**config.mk**
```make
export PLATFORM = sky130hd
export DESIGN_NAME = lsu_axi_ctrl
export DESIGN_NICKNAME = d
export VERILOG_FILES = /design/src/rtl/lsu_axi_ctrl.sv
export SDC_FILE = /design/constraint.sdc
export NUM_CORES = 1
export LEC_CHECK = 0
export BUFFER_PORTS_ARGS = -buffer_cell sky130_fd_sc_hd__buf_2
export CAP_MARGIN = 20
export CORE_AREA = 2 2 115 117
export DETAILED_ROUTE_END_ITERATION = 10
export DIE_AREA = 0 0 117 119
export PLACE_DENSITY = 0.9
export SYNTH_ARGS = -nofsm -noshare
export SYNTH_HDL_FRONTEND = slang
export SYNTH_SLANG_ARGS = --single-unit
```
**constraint.sdc**
```tcl
create_clock -name clk -period 3.5 [get_ports clk]
set_clock_uncertainty 0.1 [all_clocks]
set_input_delay 1.05 -clock clk [delete_from_list [all_inputs] [get_ports clk]]
set_output_delay 1.05 -clock clk [all_outputs]
set_load 0.005 [all_outputs]
```
**src/rtl/lsu_axi_ctrl.sv**
```systemverilog
// LSU-to-AXI4 bridge: issues one single-beat AXI read or write per request, with
// alignment checking, byte-lane steering, load sign/zero extension and an optional bus timeout.
module lsu_axi_ctrl #(
  parameter int DATA_W  = 32,
  parameter int ADDR_W  = 32,
  parameter int AXI_ID  = 1,
  parameter int TIMEOUT = 0
) (
  input  logic                clk,
  input  logic                rstn,
  input  logic                req_valid,
  output logic                req_ready,
  input  logic                req_we,
  input  logic [1:0]          req_size,
  input  logic                req_unsigned,
  input  logic [ADDR_W-1:0]   req_addr,
  input  logic [DATA_W-1:0]   req_wdata,
  output logic                rsp_valid,
  input  logic                rsp_ready,
  output logic [DATA_W-1:0]   rsp_rdata,
  output logic [1:0]          rsp_err,
  output logic [ADDR_W-1:0]   araddr,
  output logic                arvalid,
  input  logic                arready,
  output logic [3:0]          arid,
  output logic [7:0]          arlen,
  output logic [2:0]          arsize,
  output logic [1:0]          arburst,
  input  logic [DATA_W-1:0]   rdata,
  input  logic [1:0]          rresp,
  input  logic                rlast,
  input  logic [3:0]          rid,
  input  logic                rvalid,
  output logic                rready,
  output logic [ADDR_W-1:0]   awaddr,
  output logic                awvalid,
  input  logic                awready,
  output logic [3:0]          awid,
  output logic [7:0]          awlen,
  output logic [2:0]          awsize,
  output logic [1:0]          awburst,
  output logic [DATA_W-1:0]   wdata,
  output logic [DATA_W/8-1:0] wstrb,
  output logic                wlast,
  output logic                wvalid,
  input  logic                wready,
  input  logic [1:0]          bresp,
  input  logic [3:0]          bid,
  input  logic                bvalid,
  output logic                bready
);

  localparam int STRB_W = DATA_W / 8;
  localparam int OFF_W  = $clog2(STRB_W);
  localparam int CNT_W  = (TIMEOUT > 1) ? $clog2(TIMEOUT + 1) : 1;

  typedef enum logic [2:0] {S_IDLE, S_RADDR, S_RDATA, S_WREQ, S_WRESP, S_RESP} state_t;
  typedef enum logic [1:0] {ERR_OK, ERR_ALIGN, ERR_BUS, ERR_TIMEOUT} err_t;

  state_t              state_q, state_d;
  err_t                rsp_err_q, rsp_err_d;
  logic                req_ready_q, req_ready_d, rsp_valid_q, rsp_valid_d;
  logic                arvalid_q, arvalid_d, rready_q, rready_d;
  logic                awvalid_q, awvalid_d, wvalid_q, wvalid_d, bready_q, bready_d;
  logic                stale_r_q, stale_r_d, stale_b_q, stale_b_d;
  logic [CNT_W-1:0]    cnt_q, cnt_d;
  logic [DATA_W-1:0]   rsp_rdata_q, rsp_rdata_d;
  logic [ADDR_W-1:0]   addr_q, addr_d;
  logic [DATA_W-1:0]   wdata_q, wdata_d;
  logic [1:0]          size_q, size_d;
  logic                uns_q, uns_d;
  logic                misalign, busy, timeout_hit;

  // Shift the addressed lanes down, then extend from the top bit of the access size.
  function automatic logic [DATA_W-1:0] load_ext(input logic [DATA_W-1:0] d,
                                                 input logic [OFF_W-1:0] off,
                                                 input logic [1:0] sz, input logic uns);
    logic [DATA_W-1:0] s, mask;
    logic              sgn;
    s = d >> {off, 3'b000};
    case (sz)
      2'd0:    begin mask = DATA_W'(8'hFF);         sgn = s[7];  end
      2'd1:    begin mask = DATA_W'(16'hFFFF);      sgn = s[15]; end
      2'd2:    begin mask = DATA_W'(32'hFFFF_FFFF); sgn = s[31]; end
      default: begin mask = '1;                     sgn = 1'b0;  end
    endcase
    return (s & mask) | ({DATA_W{sgn & ~uns}} & ~mask);
  endfunction

  always_comb begin
    case (req_size)
      2'd0:    misalign = 1'b0;
      2'd1:    misalign = req_addr[0];
      2'd2:    misalign = |req_addr[1:0];
      default: misalign = (DATA_W == 32) || (|req_addr[2:0]);
    endcase
  end

  assign busy        = state_q inside {S_RADDR, S_RDATA, S_WREQ, S_WRESP};
  assign timeout_hit = (TIMEOUT != 0) && busy && (cnt_q == CNT_W'(TIMEOUT - 1));

  always_comb begin
    // NOTE: every signal gets its hold value first so no path through the case infers a latch.
    state_d     = state_q;
    req_ready_d = req_ready_q;
    rsp_valid_d = rsp_valid_q;
    rsp_rdata_d = rsp_rdata_q;
    rsp_err_d   = rsp_err_q;
    arvalid_d   = arvalid_q;
    awvalid_d   = awvalid_q;
    wvalid_d    = wvalid_q;
    addr_d      = addr_q;
    wdata_d     = wdata_q;
    size_d      = size_q;
    uns_d       = uns_q;
    cnt_d       = busy ? cnt_q + CNT_W'(1) : '0;
    stale_r_d   = stale_r_q && !(rvalid && rready_q);
    stale_b_d   = stale_b_q && !(bvalid && bready_q);
    // Outside the data phases, ready only stays up to swallow a beat orphaned by a timeout.
    rready_d    = stale_r_d;
    bready_d    = stale_b_d;

    case (state_q)
      S_IDLE: if (req_valid && req_ready_q) begin
        req_ready_d = 1'b0;
        addr_d      = req_addr;
        wdata_d     = req_wdata;
        size_d      = req_size;
        uns_d       = req_unsigned;
        rsp_rdata_d = '0;
        rsp_err_d   = ERR_OK;
        if (misalign) begin
          state_d     = S_RESP;
          rsp_valid_d = 1'b1;
          rsp_err_d   = ERR_ALIGN;
        end else if (req_we) begin
          state_d   = S_WREQ;
          awvalid_d = 1'b1;
          wvalid_d  = 1'b1;
        end else begin
          state_d   = S_RADDR;
          arvalid_d = 1'b1;
        end
      end
      S_RADDR: if (arready) begin
        arvalid_d = 1'b0;
        rready_d  = 1'b1;
        state_d   = S_RDATA;
      end
      S_RDATA: begin
        rready_d = !rvalid;
        if (rvalid) begin
          state_d     = S_RESP;
          rsp_valid_d = 1'b1;
          rsp_err_d   = (rresp != 2'b00) ? ERR_BUS : ERR_OK;
          rsp_rdata_d = (rresp != 2'b00) ? '0 : load_ext(rdata, addr_q[OFF_W-1:0], size_q, uns_q);
        end
      end
      S_WREQ: begin
        awvalid_d = awvalid_q && !awready;
        wvalid_d  = wvalid_q && !wready;
        if ((!awvalid_q || awready) && (!wvalid_q || wready)) begin
          state_d  = S_WRESP;
          bready_d = 1'b1;
        end
      end
      S_WRESP: begin
        bready_d = !bvalid;
        if (bvalid) begin
          state_d     = S_RESP;
          rsp_valid_d = 1'b1;
          rsp_err_d   = (bresp != 2'b00) ? ERR_BUS : ERR_OK;
        end
      end
      S_RESP: if (rsp_ready) begin
        rsp_valid_d = 1'b0;
        req_ready_d = 1'b1;
        state_d     = S_IDLE;
      end
      default: state_d = S_IDLE;
    endcase

    if (timeout_hit) begin
      arvalid_d   = 1'b0;
      awvalid_d   = 1'b0;
      wvalid_d    = 1'b0;
      rready_d    = 1'b0;
      bready_d    = 1'b0;
      stale_r_d   = stale_r_d || (state_q == S_RADDR) || (state_q == S_RDATA && !rvalid);
      stale_b_d   = stale_b_d || (state_q == S_WREQ) || (state_q == S_WRESP && !bvalid);
      state_d     = S_RESP;
      rsp_valid_d = 1'b1;
      rsp_err_d   = ERR_TIMEOUT;
      rsp_rdata_d = '0;
    end
  end

  always_ff @(posedge clk) begin
    if (!rstn) begin
      state_q     <= S_IDLE;
      req_ready_q <= 1'b1;
      rsp_valid_q <= 1'b0;
      rsp_rdata_q <= '0;
      rsp_err_q   <= ERR_OK;
      arvalid_q   <= 1'b0;
      rready_q    <= 1'b0;
      awvalid_q   <= 1'b0;
      wvalid_q    <= 1'b0;
      bready_q    <= 1'b0;
      stale_r_q   <= 1'b0;
      stale_b_q   <= 1'b0;
      cnt_q       <= '0;
    end else begin
      // NOTE: non-blocking assignments so every flop samples the pre-edge value of the others.
      state_q     <= state_d;
      req_ready_q <= req_ready_d;
      rsp_valid_q <= rsp_valid_d;
      rsp_rdata_q <= rsp_rdata_d;
      rsp_err_q   <= rsp_err_d;
      arvalid_q   <= arvalid_d;
      rready_q    <= rready_d;
      awvalid_q   <= awvalid_d;
      wvalid_q    <= wvalid_d;
      bready_q    <= bready_d;
      stale_r_q   <= stale_r_d;
      stale_b_q   <= stale_b_d;
      cnt_q       <= cnt_d;
    end
  end

  // NOTE: the request payload is not reset; it is only observed while a valid it qualifies is high.
  always_ff @(posedge clk) begin
    addr_q  <= addr_d;
    wdata_q <= wdata_d;
    size_q  <= size_d;
    uns_q   <= uns_d;
  end

  always_comb begin
    wdata = '0;
    wstrb = '0;
    for (int i = 0; i < STRB_W; i++) begin
      wdata[8*i +: 8] = wdata_q[8*(i & ((1 << size_q) - 1)) +: 8];
      wstrb[i] = (i >= int'(addr_q[OFF_W-1:0])) && (i < int'(addr_q[OFF_W-1:0]) + (1 << size_q));
    end
  end

  assign req_ready = req_ready_q;
  assign rsp_valid = rsp_valid_q;
  assign rsp_rdata = rsp_rdata_q;
  assign rsp_err   = rsp_err_q;
  assign araddr    = addr_q;
  assign arvalid   = arvalid_q;
  assign arid      = 4'(AXI_ID);
  assign arlen     = 8'd0;
  assign arsize    = {1'b0, size_q};
  assign arburst   = 2'b01;
  assign rready    = rready_q;
  assign awaddr    = addr_q;
  assign awvalid   = awvalid_q;
  assign awid      = 4'(AXI_ID);
  assign awlen     = 8'd0;
  assign awsize    = {1'b0, size_q};
  assign awburst   = 2'b01;
  assign wlast     = 1'b1;
  assign wvalid    = wvalid_q;
  assign bready    = bready_q;

  logic unused_axi;
  assign unused_axi = ^{rlast, rid, bid};

endmodule

```
==> Word-level counts from Yosys, hierarchy flattened <==
Index checks and enable logic that the tools add are counted.
{ "op_classes": {"add_sub_neg": 2, "n_lt_le_gt_ge": 7, "n_eq_ne": 19, "n_shift": 5, "n_mux": 50, "n_bitwise": 6, "n_reduce_logical": 41} }
{ "ops": {"columns": ["cell", "n"], "rows": [
  ["$mux W32", 5],
  ["$pmux W32 S2", 2],
  ["$and A32 B32 Y32", 2],
  ["$lt A3 B32 Y1 const A", 2],
  ["$shiftx A32 B6 Y8", 2],
  ["$add A3 B32 Y32", 1],
  ["$lt A1 B32 Y1 const A", 1],
  ["$lt A2 B32 Y1 const A", 1],
  ["$not A32 Y32", 1],
  ["$or A32 B32 Y32", 1],
  ["$shiftx A32 B5 Y8", 1],
  ["$shl A1 B2 Y32 const A", 1],
  ["$shr A32 B5 Y32", 1],
  ["$mux W3", 7],
  ["$ne A2 B2 Y1 const B", 10],
  ["$mux W1", 19],
  ["$pmux W3 S6", 1],
  ["$mux W2", 6],
  ["$pmux W1 S2", 6],
  ["$reduce_and A6 Y1", 2],
  ["$reduce_bool A2 Y1", 6],
  ["$logic_and A1 B1 Y1", 11],
  ["$logic_not A1 Y1", 8],
  ["$reduce_and A4 Y1", 2],
  ["22 further kinds", 31]
]} }
{ "totals": {"ff_bits": 113, "out_inout_bits": 176, "word_cells": 146} }

==> Depth between registers and ports, before layout <==
{ "depth": {"ltp_word": 10, "mapped_depth": 9, "depth_no_buf": 7} }

==> Least setup slack after synthesis <==
No wires, ideal clock.
{ "synth_path": {"kind": "input -> register", "start": "input port req_valid", "end": "register awvalid_q (netlist: awvalid)", "arrival_ns": 3.091, "required_time_ns": 3.324, "slack_ns": 0.234, "stages": 3, "path_cell_list": "and3_1 nand3_1 a21boi_0"} }
{ "synth_between": {"elab_chain_len": 3} }
{ "synth_lines": {"columns": ["element", "line", "text"], "rows": [
  ["start, declared", "11", "input logic req_valid,"],
  ["$logic_and A1 B1 Y1", "124", "S_IDLE: if (req_valid && req_ready_q) begin"],
  ["$ne A2 B2 Y1 (no line)", null, null],
  ["$reduce_and A4 Y1 (no line)", null, null],
  ["end signal, assigned", "222", "awvalid_q <= awvalid_d;"],
  ["end, declared", "64", "logic awvalid_q, awvalid_d, wvalid_q, wvalid_d, bready_q, bready_d;"]
]} }
Every way passes these cells.
A chain may end at the register's enable or synchronous reset.

==> Final worst setup path <==
{ "layout_path": {"start": "register size_q[1]", "end": "output port wdata[17]"} }
{ "layout_between": {"elab_chain_len": 3} }
{ "layout_lines": {"columns": ["element", "line", "text"], "rows": [
  ["start, declared", "70", "logic [1:0] size_q, size_d;"],
  ["start signal, assigned", "235", "size_q <= size_d;"],
  ["$shl A1 B2 Y32", null, null],
  ["$sub A2 B2 Y2", "243", "wdata[8*i +: 8] = wdata_q[8*(i & ((1 << size_q) - 1)) +: 8];"],
  ["$shiftx A32 B6 Y8", "243", null],
  ["end, declared", "42", "output logic [DATA_W-1:0] wdata,"]
]} }
Every way passes these cells.

==> results.ini <==
[floorplan]
io-pin-count = 298
start_util_pct = 43.1
rows = 42
die_h_um = 119
die-width_um = 117
core_um2 = 12900
dieArea_um2 = 13900

[critical_path]
critPathSlowestCell = edfxtp_1
end_kind = output port
worst-path-buf-inv = 4
cp.required_ps = 2350
crit_family = buffers and inverters
cp_max_fo = 24
critical-path-max-stage-delay_ps = 370
path_cells = buf_4 -> nor2b_1 -> inv_1 -> ha_1 -> buf_6 -> mux2_2 -> buf_2
worst-setup-path-type = reg -> out
cp-start-kind = flip-flop
arrival_ps = 2210

[finish]
drive_gt1_share_pct = 43.8
postLayoutCellArea_um2 = 7180
syn_to_final_growth_pct = 29.3
insertedDiodeCount = 0
nFillCells = 1131
nNetsFinal = 845

[run_status]
status = complete, no violations

[route]
met1Wirelength_um = 5940
drt-initial-drc-count = 326
drt-wirelength-per-cell_um = 16.1
postRouteWirelength_um = 14700
met3WireLength_um = 1080
vias = 4583
ant_nets = 0
drt_first_pass_iters = 7
top_layer = met4
avgViaCountPerCell = 5.04
route.met2.wl_um = 7370
drcViolationCount = 0

[pwr]
power_frac_comb_pct = 29.7
internal-power_mw = 3.45
p_sw_share_pct = 31.4
p_clk_share_pct = 33.4
power_density_nw_per_um2 = 701
total_power_mw = 5.03
ir_worst_vdd_mv = 0.494
power_frac_seq_pct = 36.9
p_switching_mw = 1.58
p_leak_nw = 3.21

[sta]
slew_headroom_pct = 52.6
rsz0062_at_grt = true
timing.fmax_ghz = 0.297
finalHoldViolCount = 0
maxSlewViolCount = 0
finalCritPeriodShare_pct = 96.1
period_needed_ps = 3360
whs_ps = 328
setup_viol = 0
worst_slew_pin_slew_ps = 708

[cts]
cts-root-buf = clkbuf_16
clk_pin_slew_ps = 50
htree_levels = 4
clock_latency_ps = 400
cts_buffers = 17
cts.sinks = 113
cts_tree = built
postCtsSetupRepairBufs = 0
cts_buffer_depth = 2

[global_routing]
antenna_found_initial = 0
gr-usage-all-layers_pct = 20.8
first_global_vias = 4177
grt_first_pass_wirelength_um = 21800
gr-total-overflow = 0
grt_max_degree = 68

[yosys]
synth_ff_type = edfxtp_1
ys_seq_area_share_pct = 52.8
ys_ff_latch = 113
yosysWarnings = 0
synth_area_um2 = 5550
synthCells = 504
synth_edf_count = 67
yosysUniqueCellTypes = 53
async_reset_ff_share_pct = 0
avgSynthCellArea_um2 = 11.0

[worst_hold_path]
hold_path_class = reg -> reg

[place]
gp_congestion = 0.900
port_buffers = 257
dpl_cell_area_um2 = 6600
hpwl_um = 11000

[run]
cap_violations = 0

## logic make-up after synthesis
family                     after synthesis  synth area share, %
AOI/OAI and AO/OA                      125                 15.1
DFF                                    113                 52.8
and+or+nand+nor                        112                 10.4
buffers and inverters                  106                 12.4
muxes                                   43                 8.34
adders and majority gates                3                0.811
other                                    2                0.135
## area by class of cell
| type | count | area [µm²] | share of cell area (%) |
|---|---|---|---|
| clock buffers | 20 | 437 | 6.08 |
| clock inverters | 12 | 141 | 1.97 |
| inverters | 6 | 22.5 | 0.314 |
| multi-input cells | 314 | 2040 | 28.4 |
| flip-flops and latches | 113 | 2930 | 40.9 |
| well taps | 176 | 220 | 3.07 |
| repair buffers | 268 | 1390 | 19.3 |
## final timing paths
kind             start       endpoint  slack, ps  cells past startpoint
max reg2reg  araddr[1]  rsp_rdata[27]        940                      6
max          size_q[1]      wdata[17]        140                      7
min          stale_r_q      stale_r_q        330                      2
min reg2reg  stale_r_q      stale_r_q        330                      2
## routing by layer
| metal | global-route usage (%) | vias up |
|---|---|---|
| met2 | 33.9 | 245 |
| met3 | 5.55 | 36 |
| li1 | - | 2165 |
| met1 | 26.1 | 2137 |
| met4 | 8.16 | 0 |
| met5 | 0 | - |
## layout by cell type (no fill, tap or decap), drive strengths merged, types with 10 or more instances in the layout
cell type,instances
buf,268
edfxtp,67
dfxtp,46
o21ai,39
nand2,38
conb,31
mux2i,26
a21oi,25
nor2b,21
clkbuf,20
nor2,19
mux2,16
a21boi,12
nor3b,10
## repair_timing
action                                  in CTS  in global routing
hold buffers                                 0                  0
endpoints found under the setup margin       0                 10
gates resized for setup                      0                  2
## cell usage after synthesis, types with 3 or more instances
cell       n  share of area [%]
a21o_1     3               0.41
edfxtp_1  67                 36
mux2i_1   26                4.7
nor2_1    19                1.3
a221oi_1   6               0.95
a32oi_1    7                1.1
nor3b_1   10                1.4
a22o_1     8                1.3
nor2b_1   21                2.4
a21oi_1   25                2.3
dfxtp_1   46                 17
o21ai_0   39                3.5
mux2_2    16                3.2
a21boi_0   4               0.54
inv_1      5               0.34
clkbuf_1  21                1.4
buf_1      3               0.20
a211o_1    7                1.1
nand2_1   38                2.6
a21boi_1   8                1.1
buf_4     73                9.9
a31oi_1    3               0.34
nor3_1     6               0.54
nand2b_1   3               0.34
## state kept, by name, indices dropped and copies added, names as in the netlist
name / flops
stale_r_q: 1
state_q: 3
stale_b_q: 1
arvalid: 1
req_ready: 1
wvalid: 1
uns_q: 1
wdata_q: 32
bready: 1
awvalid: 1
rsp_rdata: 32
rready: 1
araddr: 32
rsp_valid: 1
size_q: 2
rsp_err: 2
## worst reg2reg max path: cells and delay by family (launching register included)
kind	cells	cell delay [ps]
flip-flops	1	380
AND/OR/NAND/NOR	1	90
buffers and inverters	1	370
multiplexers	1	620
AO/OA/AOI/OAI	3	880
## power groups by stage
stage / clock, mW / combinational [mW] / sequential, mW
6_report: 1.68 / 1.49 / 1.86
5_1_grt: 1.78 / 1.65 / 1.89
4_1_cts: 1.72 / 1.49 / 1.86
3_5_place_dp: 0 / 1.48 / 1.88
3_3_place_gp: 0 / 1.46 / 1.87
2_1_floorplan: 0 / 1.00 / 1.86
## stage by stage
stage               util [%]  setup TNS (ps)  setup WS (ps)  cells
CTS                     55.7               0           29.9    909
floorplan                  -               0            234    533
detailed placement      51.2               0            462    877
finish                  55.8               0            136    909
global route            55.8           -55.1          -55.1    909
global placement        51.2               0            504    877
Power figures use the tool's default switching activity.
